$ cat config.mk
export PLATFORM = sky130hd
export DESIGN_NAME = mtx_res_collector
export DESIGN_NICKNAME = d
export VERILOG_FILES = /design/src/rtl/mtx_pkg.sv /design/src/rtl/mtx_res_fifo.sv /design/src/rtl/mtx_res_collector.sv
export SDC_FILE = /design/constraint.sdc
export NUM_CORES = 1
export LEC_CHECK = 0
export CAP_MARGIN = 20
export CELL_PAD_IN_SITES_DETAIL_PLACEMENT = 1
export CELL_PAD_IN_SITES_GLOBAL_PLACEMENT = 1
export CORE_AREA = 5 5 451 453
export DETAILED_ROUTE_END_ITERATION = 10
export DIE_AREA = 0 0 456 458
export PLACE_DENSITY = 0.41
export SETUP_SLACK_MARGIN = 0.5
export SLEW_MARGIN = 20
export SYNTH_ARGS = -nofsm -noshare
export SYNTH_HDL_FRONTEND = slang
export SYNTH_SLANG_ARGS = --single-unit
$ cat constraint.sdc
create_clock -name sys_clk -period 11 [get_ports sys_clk]
set_clock_uncertainty 0.05 [all_clocks]
set_input_delay 1.65 -clock sys_clk [delete_from_list [all_inputs] [get_ports sys_clk]]
set_output_delay 1.65 -clock sys_clk [all_outputs]
set_load 0.05 [all_outputs]
$ cat src/rtl/mtx_pkg.sv
// mtx_pkg: shared types and helpers for the mtx result-return path.
//   mtx_col_state_t : collector lock FSM states (IDLE, LOCKED)
//   mtx_ch_idx_w()  : channel index width, max(1, $clog2(n))
//   mtx_wrap()      : v mod n for 0 <= v < 2n, used by the round-robin search
package mtx_pkg;

    typedef enum logic {
        IDLE   = 1'b0,
        LOCKED = 1'b1
    } mtx_col_state_t;

    function automatic int mtx_ch_idx_w(input int n);
        return (n > 2) ? $clog2(n) : 1;
    endfunction

    // Conditional subtract instead of a general modulo: the operand never
    // reaches 2n, so this stays a comparator plus subtractor.
    function automatic int mtx_wrap(input int v, input int n);
        return (v >= n) ? (v - n) : v;
    endfunction

endpackage

$ cat src/rtl/mtx_res_fifo.sv
// mtx_res_fifo: first-word-fall-through FIFO.
//   clk, rst_n : clock, synchronous active-low reset (empties the FIFO)
//   push, din  : write request and data; ignored while full
//   pop, dout  : read request and head entry; dout is only meaningful when !empty
//   full/empty : derived from registered occupancy only
//   lvl        : registered occupancy, 0..DEPTH
module mtx_res_fifo #(
    parameter int WIDTH = 8,
    parameter int DEPTH = 8
) (
    input  logic                     clk,
    input  logic                     rst_n,
    input  logic                     push,
    input  logic [WIDTH-1:0]         din,
    input  logic                     pop,
    output logic [WIDTH-1:0]         dout,
    output logic                     full,
    output logic                     empty,
    output logic [$clog2(DEPTH):0]   lvl
);
    localparam int AW = $clog2(DEPTH);

    logic [WIDTH-1:0] mem_q [DEPTH];
    logic [AW-1:0]    wr_ptr_q, wr_ptr_d;
    logic [AW-1:0]    rd_ptr_q, rd_ptr_d;
    logic [AW:0]      lvl_q, lvl_d;
    logic             do_push, do_pop;

    // Full does not look at this cycle's pop, so a pop never frees space
    // for a same-cycle push; this keeps ready off the output-side timing path.
    always_comb begin
        full     = (lvl_q == (AW+1)'(DEPTH));
        empty    = (lvl_q == '0);
        do_push  = push & ~full;
        do_pop   = pop & ~empty;
        wr_ptr_d = do_push ? (wr_ptr_q + 1'b1) : wr_ptr_q;
        rd_ptr_d = do_pop  ? (rd_ptr_q + 1'b1) : rd_ptr_q;
        lvl_d    = lvl_q + (AW+1)'(do_push) - (AW+1)'(do_pop);
    end

    always_ff @(posedge clk) begin
        if (!rst_n) begin
            wr_ptr_q <= '0;
            rd_ptr_q <= '0;
            lvl_q    <= '0;
        end else begin
            wr_ptr_q <= wr_ptr_d;
            rd_ptr_q <= rd_ptr_d;
            lvl_q    <= lvl_d;
        end
    end

    // Storage carries no reset; stale entries are masked by empty upstream.
    always_ff @(posedge clk) begin
        if (do_push) begin
            mem_q[wr_ptr_q] <= din;
        end
    end

    assign dout = mem_q[rd_ptr_q];
    assign lvl  = lvl_q;

endmodule

$ cat src/rtl/mtx_res_collector.sv
// mtx_res_collector: merges NUM_CH mapu result streams into one tagged stream.
//   sys_clk, sys_rst_n        : clock, synchronous active-low reset
//   ch_vld/ch_rdy/ch_data/ch_last : per-channel beat handshake (channel i at
//                               ch_data[i*DATA_WIDTH +: DATA_WIDTH])
//   out_vld/out_rdy/out_data/out_ch/out_last : merged FWFT output, tagged with
//                               the source channel
//   fifo_lvl                  : registered output FIFO occupancy
//   pkt_cnt                   : saturating count of packets popped at the output
// Arbitration is round-robin and packet-locked: a granted channel keeps the
// grant until its last beat is accepted, then one idle cycle re-arbitrates.
module mtx_res_collector
    import mtx_pkg::*;
#(
    parameter int NUM_CH     = 32,
    parameter int DATA_WIDTH = 32,
    parameter int FIFO_DEPTH = 8,
    parameter int CNT_WIDTH  = 16
) (
    input  logic                              sys_clk,
    input  logic                              sys_rst_n,
    input  logic [NUM_CH-1:0]                 ch_vld,
    output logic [NUM_CH-1:0]                 ch_rdy,
    input  logic [NUM_CH*DATA_WIDTH-1:0]      ch_data,
    input  logic [NUM_CH-1:0]                 ch_last,
    output logic                              out_vld,
    input  logic                              out_rdy,
    output logic [DATA_WIDTH-1:0]             out_data,
    output logic [mtx_ch_idx_w(NUM_CH)-1:0]   out_ch,
    output logic                              out_last,
    output logic [$clog2(FIFO_DEPTH):0]       fifo_lvl,
    output logic [CNT_WIDTH-1:0]              pkt_cnt
);
    localparam int CH_W  = mtx_ch_idx_w(NUM_CH);
    localparam int ENT_W = CH_W + 1 + DATA_WIDTH;

    mtx_col_state_t       state_q, state_d;
    logic [CH_W-1:0]      grant_q, grant_d;
    logic [CH_W-1:0]      rr_ptr_q, rr_ptr_d;
    logic [CNT_WIDTH-1:0] pkt_cnt_q, pkt_cnt_d;

    logic [DATA_WIDTH-1:0] ch_data_a [NUM_CH];
    logic [CH_W-1:0]       cand_idx  [NUM_CH];
    logic                  arb_found;
    logic [CH_W-1:0]       arb_idx;

    logic                  sel_vld, sel_last;
    logic [DATA_WIDTH-1:0] sel_data;
    logic                  push, pop;
    logic                  fifo_full, fifo_empty;
    logic [ENT_W-1:0]      fifo_din, fifo_dout;

    // cand_idx[k] is the k-th channel visited when searching from rr_ptr.
    for (genvar gi = 0; gi < NUM_CH; gi++) begin : g_ch
        assign ch_data_a[gi] = ch_data[gi*DATA_WIDTH +: DATA_WIDTH];
        assign cand_idx[gi]  = CH_W'(mtx_wrap(int'(rr_ptr_q) + gi, NUM_CH));
        assign ch_rdy[gi]    = (state_q == LOCKED) && (grant_q == CH_W'(gi)) && !fifo_full;
    end

    always_comb begin
        arb_found = 1'b0;
        arb_idx   = '0;
        for (int k = 0; k < NUM_CH; k++) begin
            if (!arb_found && ch_vld[cand_idx[k]]) begin
                arb_found = 1'b1;
                arb_idx   = cand_idx[k];
            end
        end
    end

    assign sel_vld  = ch_vld[grant_q];
    assign sel_last = ch_last[grant_q];
    assign sel_data = ch_data_a[grant_q];
    assign push     = (state_q == LOCKED) && sel_vld && !fifo_full;
    assign fifo_din = {grant_q, sel_last, sel_data};

    always_comb begin
        state_d  = state_q;
        grant_d  = grant_q;
        rr_ptr_d = rr_ptr_q;
        case (state_q)
            IDLE: begin
                if (arb_found) begin
                    grant_d = arb_idx;
                    state_d = LOCKED;
                end
            end
            LOCKED: begin
                if (push && sel_last) begin
                    state_d  = IDLE;
                    rr_ptr_d = CH_W'(mtx_wrap(int'(grant_q) + 1, NUM_CH));
                end
            end
            default: state_d = IDLE;
        endcase
    end

    mtx_res_fifo #(
        .WIDTH (ENT_W),
        .DEPTH (FIFO_DEPTH)
    ) u_fifo (
        .clk   (sys_clk),
        .rst_n (sys_rst_n),
        .push  (push),
        .din   (fifo_din),
        .pop   (pop),
        .dout  (fifo_dout),
        .full  (fifo_full),
        .empty (fifo_empty),
        .lvl   (fifo_lvl)
    );

    // Head fields are forced to zero while empty so the RAM's undefined
    // contents never leak onto the output bus.
    assign out_vld  = !fifo_empty;
    assign out_data = fifo_empty ? '0 : fifo_dout[DATA_WIDTH-1:0];
    assign out_last = fifo_empty ? 1'b0 : fifo_dout[DATA_WIDTH];
    assign out_ch   = fifo_empty ? '0 : fifo_dout[ENT_W-1 -: CH_W];
    assign pop      = out_vld && out_rdy;

    always_comb begin
        pkt_cnt_d = pkt_cnt_q;
        if (pop && out_last && (pkt_cnt_q != {CNT_WIDTH{1'b1}})) begin
            pkt_cnt_d = pkt_cnt_q + 1'b1;
        end
    end

    always_ff @(posedge sys_clk) begin
        if (!sys_rst_n) begin
            state_q   <= IDLE;
            grant_q   <= '0;
            rr_ptr_q  <= '0;
            pkt_cnt_q <= '0;
        end else begin
            state_q   <= state_d;
            grant_q   <= grant_d;
            rr_ptr_q  <= rr_ptr_d;
            pkt_cnt_q <= pkt_cnt_d;
        end
    end

    assign pkt_cnt = pkt_cnt_q;

endmodule

==> metrics.txt <==
status=finished, final reports clean; TritonCTS Buffers=40; Synth Area in Simple Gates=0.0813; yosys warns=0; CP max FO=25; grt met3 use=0.0357; Post-Syn Area per Cell=around 14 µm²; Seq/Total Area, Yosys=0.349; vias=25934; Routed Antenna Nets=0; period utilisation layout=0.639; PortBufs=1181; antenna violations before repair=149; number of cell rows=approximately 160; crit path kind=reg -> reg; Slew Limit Fails=0; wire per inst=38.9 µm; Longest Clk Path Bufs=3; Max Fclk=roughly 140 MHz; Distinct cells, synth=88; layout cell share with drive strength beyond 1=0.229; CP arrival=about 7.4 ns; final core occ=0.226; GRT Max-Usage Layer=met2; first-pass GRT wire length=approximately 290 mm; Final Hold Fails=0; Initial Util=0.143; unrepaired setup endpoints after global routing=false; Routability Congestion=roughly 0.93; Post-synth EDFFs=slightly above 300; core area=about 0.20 mm²; largest family of logic cells by synthesized area=multiplexers; Post-layout nets=approximately 4200; Die ar.=between 0.2 and 0.25 mm²; crit-path cells=inv_1, ha_2, buf_4, mux4_2, mux4_2, mux2i_1, nand3_1, nor3_1, nand2_2, o32a_1, a2111oi_0, o21ai_1, a221oi_1, o21ai_1; initial DRC count=about 2400; Post-Synthesis Cells=2000; most frequent cells in the layout=clkdlybuf4s50_1, mux4_2, edfxtp_1; Compound-Gate Fraction of Synth Area=0.0500; max-cap violations=0; Post-CTS Hold Buffers=0; All-Layer GR Usage=0.206; flop and latch count out of synthesis=around 340; async set-reset flop share out of synthesis=0; vias per cell=between 4 and 5; HPWL after DPL=about 190 mm; clk_lat worst skew=0.55 ns; Worst Setup Slack, final=slightly below 4 ns; Leakage=13.9 nW; ys flop type=edfxtp_1; Critical Path Max Stage Delay=~0.75 ns; slew margin rel.=0.255; XOR/XNOR Fraction of Synth Area=0.0159; Sink Count=approximately 340; area grow syn2layout=57.7%; CTS resizes=0; die height=about 460 µm; reg-to-reg slack, setup=3.97 ns; final WL=between 200 and 250 mm; CTS tree=done; Slowest-stage cell, CP=nor3_1; TritonRoute pass-1 iters=8; Root Driver=clkbuf_16; Final Critical Period=7.03 ns; Synth Area in Adders=0.0126; vias in the first global route=between 20000 and 30000; Min-Delay Path Class=reg -> reg; Place WS=around 3.7 ns; Final setup viols=0; mux contribution to synthesized area=0.459; commonest non-fill, non-tap cell in the layout=clkdlybuf4s50_1; worst vdd ir=around 0.13 mV; Die W=between 400 and 500 µm; # DRC=0; pin count of the biggest net entering global routing=110; H-tree Lvls=2; Worst Path Required=11.37 ns; GRT met2 Usage=0.349; Mapped Area=between 0.02 and 0.03 mm²; IO Count=about 1200; grt ovf=0; Reg clk slew, reported paths=~0.060 ns; crit end category=flip-flop; Slew @ Worst Pin=around 1.1 ns; P per Cell Area=about 240 mW/mm²; Post-Syn Nets=just over 3000; Setup TNS Final=0 ns; met1 Use GR=0.284; Startpoint Class=flip-flop; Setup Fix Bufs, Post-CTS=0
critical path, delay by kind of cell, from the launching register on:
kind	cells	cell delay [ns]
simple gates	3	1.46
mux	3	1.77
flops	1	0.57
fa+ha+maj	1	0.59
compound gates	5	1.56
buf+inv	2	0.87
Yosys cell counts, types with 6 or more instances:
library cell	count	area (µm²)
a211oi_1	14	105
a21oi_1	46	230
a31oi_1	11	68.8
and2_1	18	113
and3_1	10	62.6
buf_1	42	158
buf_2	19	95.1
buf_4	8	60.1
clkbuf_1	107	402
dfxtp_1	40	801
edfxtp_1	304	9130
ha_1	27	338
inv_1	31	116
mux2_2	32	360
mux2i_1	117	1170
mux4_2	512	11500
nand2_1	188	706
nand2b_1	16	100
nand3_1	33	165
nor2_1	142	533
nor2b_1	8	50.1
nor3_1	25	125
nor4_1	6	37.5
o21ai_0	31	155
o21bai_1	6	45.0
o22ai_1	9	56.3
or3_1	15	93.8
xnor2_1	30	263
xor2_1	18	158
sequential cells by signal, indices dropped and copies added (netlist names), named ones only:
| register | flops |
|---|---|
| pkt_cnt | 16 |
| u_fifo.wr_ptr_q | 3 |
| u_fifo.rd_ptr_q | 3 |
| u_fifo.mem_q | 304 |
| u_fifo.lvl | 4 |
| state_q | 1 |
| grant_q | 5 |
| rr_ptr_q | 5 |
per-layer routing:
layer	vias up	share of wire	routed length, µm
met5	-	0.00087	197
li1	10593	-	-
met1	13869	0.43	98100
met2	1183	0.48	109000
met4	34	0.018	4080
met3	255	0.066	14900
cell families (layout without fill, tap and decap cells):
family,Yosys count,after routing
mux,661,661
simple gates,499,499
flops,344,344
buf+inv,215,1351
compound gates,203,203
xor+xnor,50,50
fa+ha+maj,28,28
other cells,0,25
power by group:
group	switching, W	total, W	internal [W]
Combinational	0.00449	0.00737	0.00288
Clock	0.000558	0.00136	0.000806
Sequential	0.000151	0.00196	0.00181
worst paths after layout:
check                                  from           to  cells after the start
worst min-delay path            pkt_cnt[15]  pkt_cnt[15]                      2
worst max register to register  rr_ptr_q[1]   grant_q[4]                     14
worst min register to register  pkt_cnt[15]  pkt_cnt[15]                      2
worst max-delay path            rr_ptr_q[1]   grant_q[4]                     14
stage by stage:
step / area [µm²] / hold slack (ns) / total power [W] / cells
finish: 44800 / 0.459 / 0.0107 / 5817
global route: 44800 / 0.493 / 0.0112 / 5795
CTS: 44800 / 0.459 / 0.0108 / 5792
detailed placement: 43400 / 0.446 / 0.00943 / 5718
global placement: 43400 / 0.441 / 0.00947 / 5718
floorplan: 28400 / 0.422 / 0.00622 / 2000
cell type report:
cell class,count,area (µm²)
clock inverters,28,307
multi-input cells,1441,17700
clock buffers,46,1040
fillers,21892,154000
flip-flops and latches,344,9960
repair buffers,1243,12300
diodes,25,62.6
well taps,2656,3320
inverters,34,128
(Power assumes the default switching activity.)
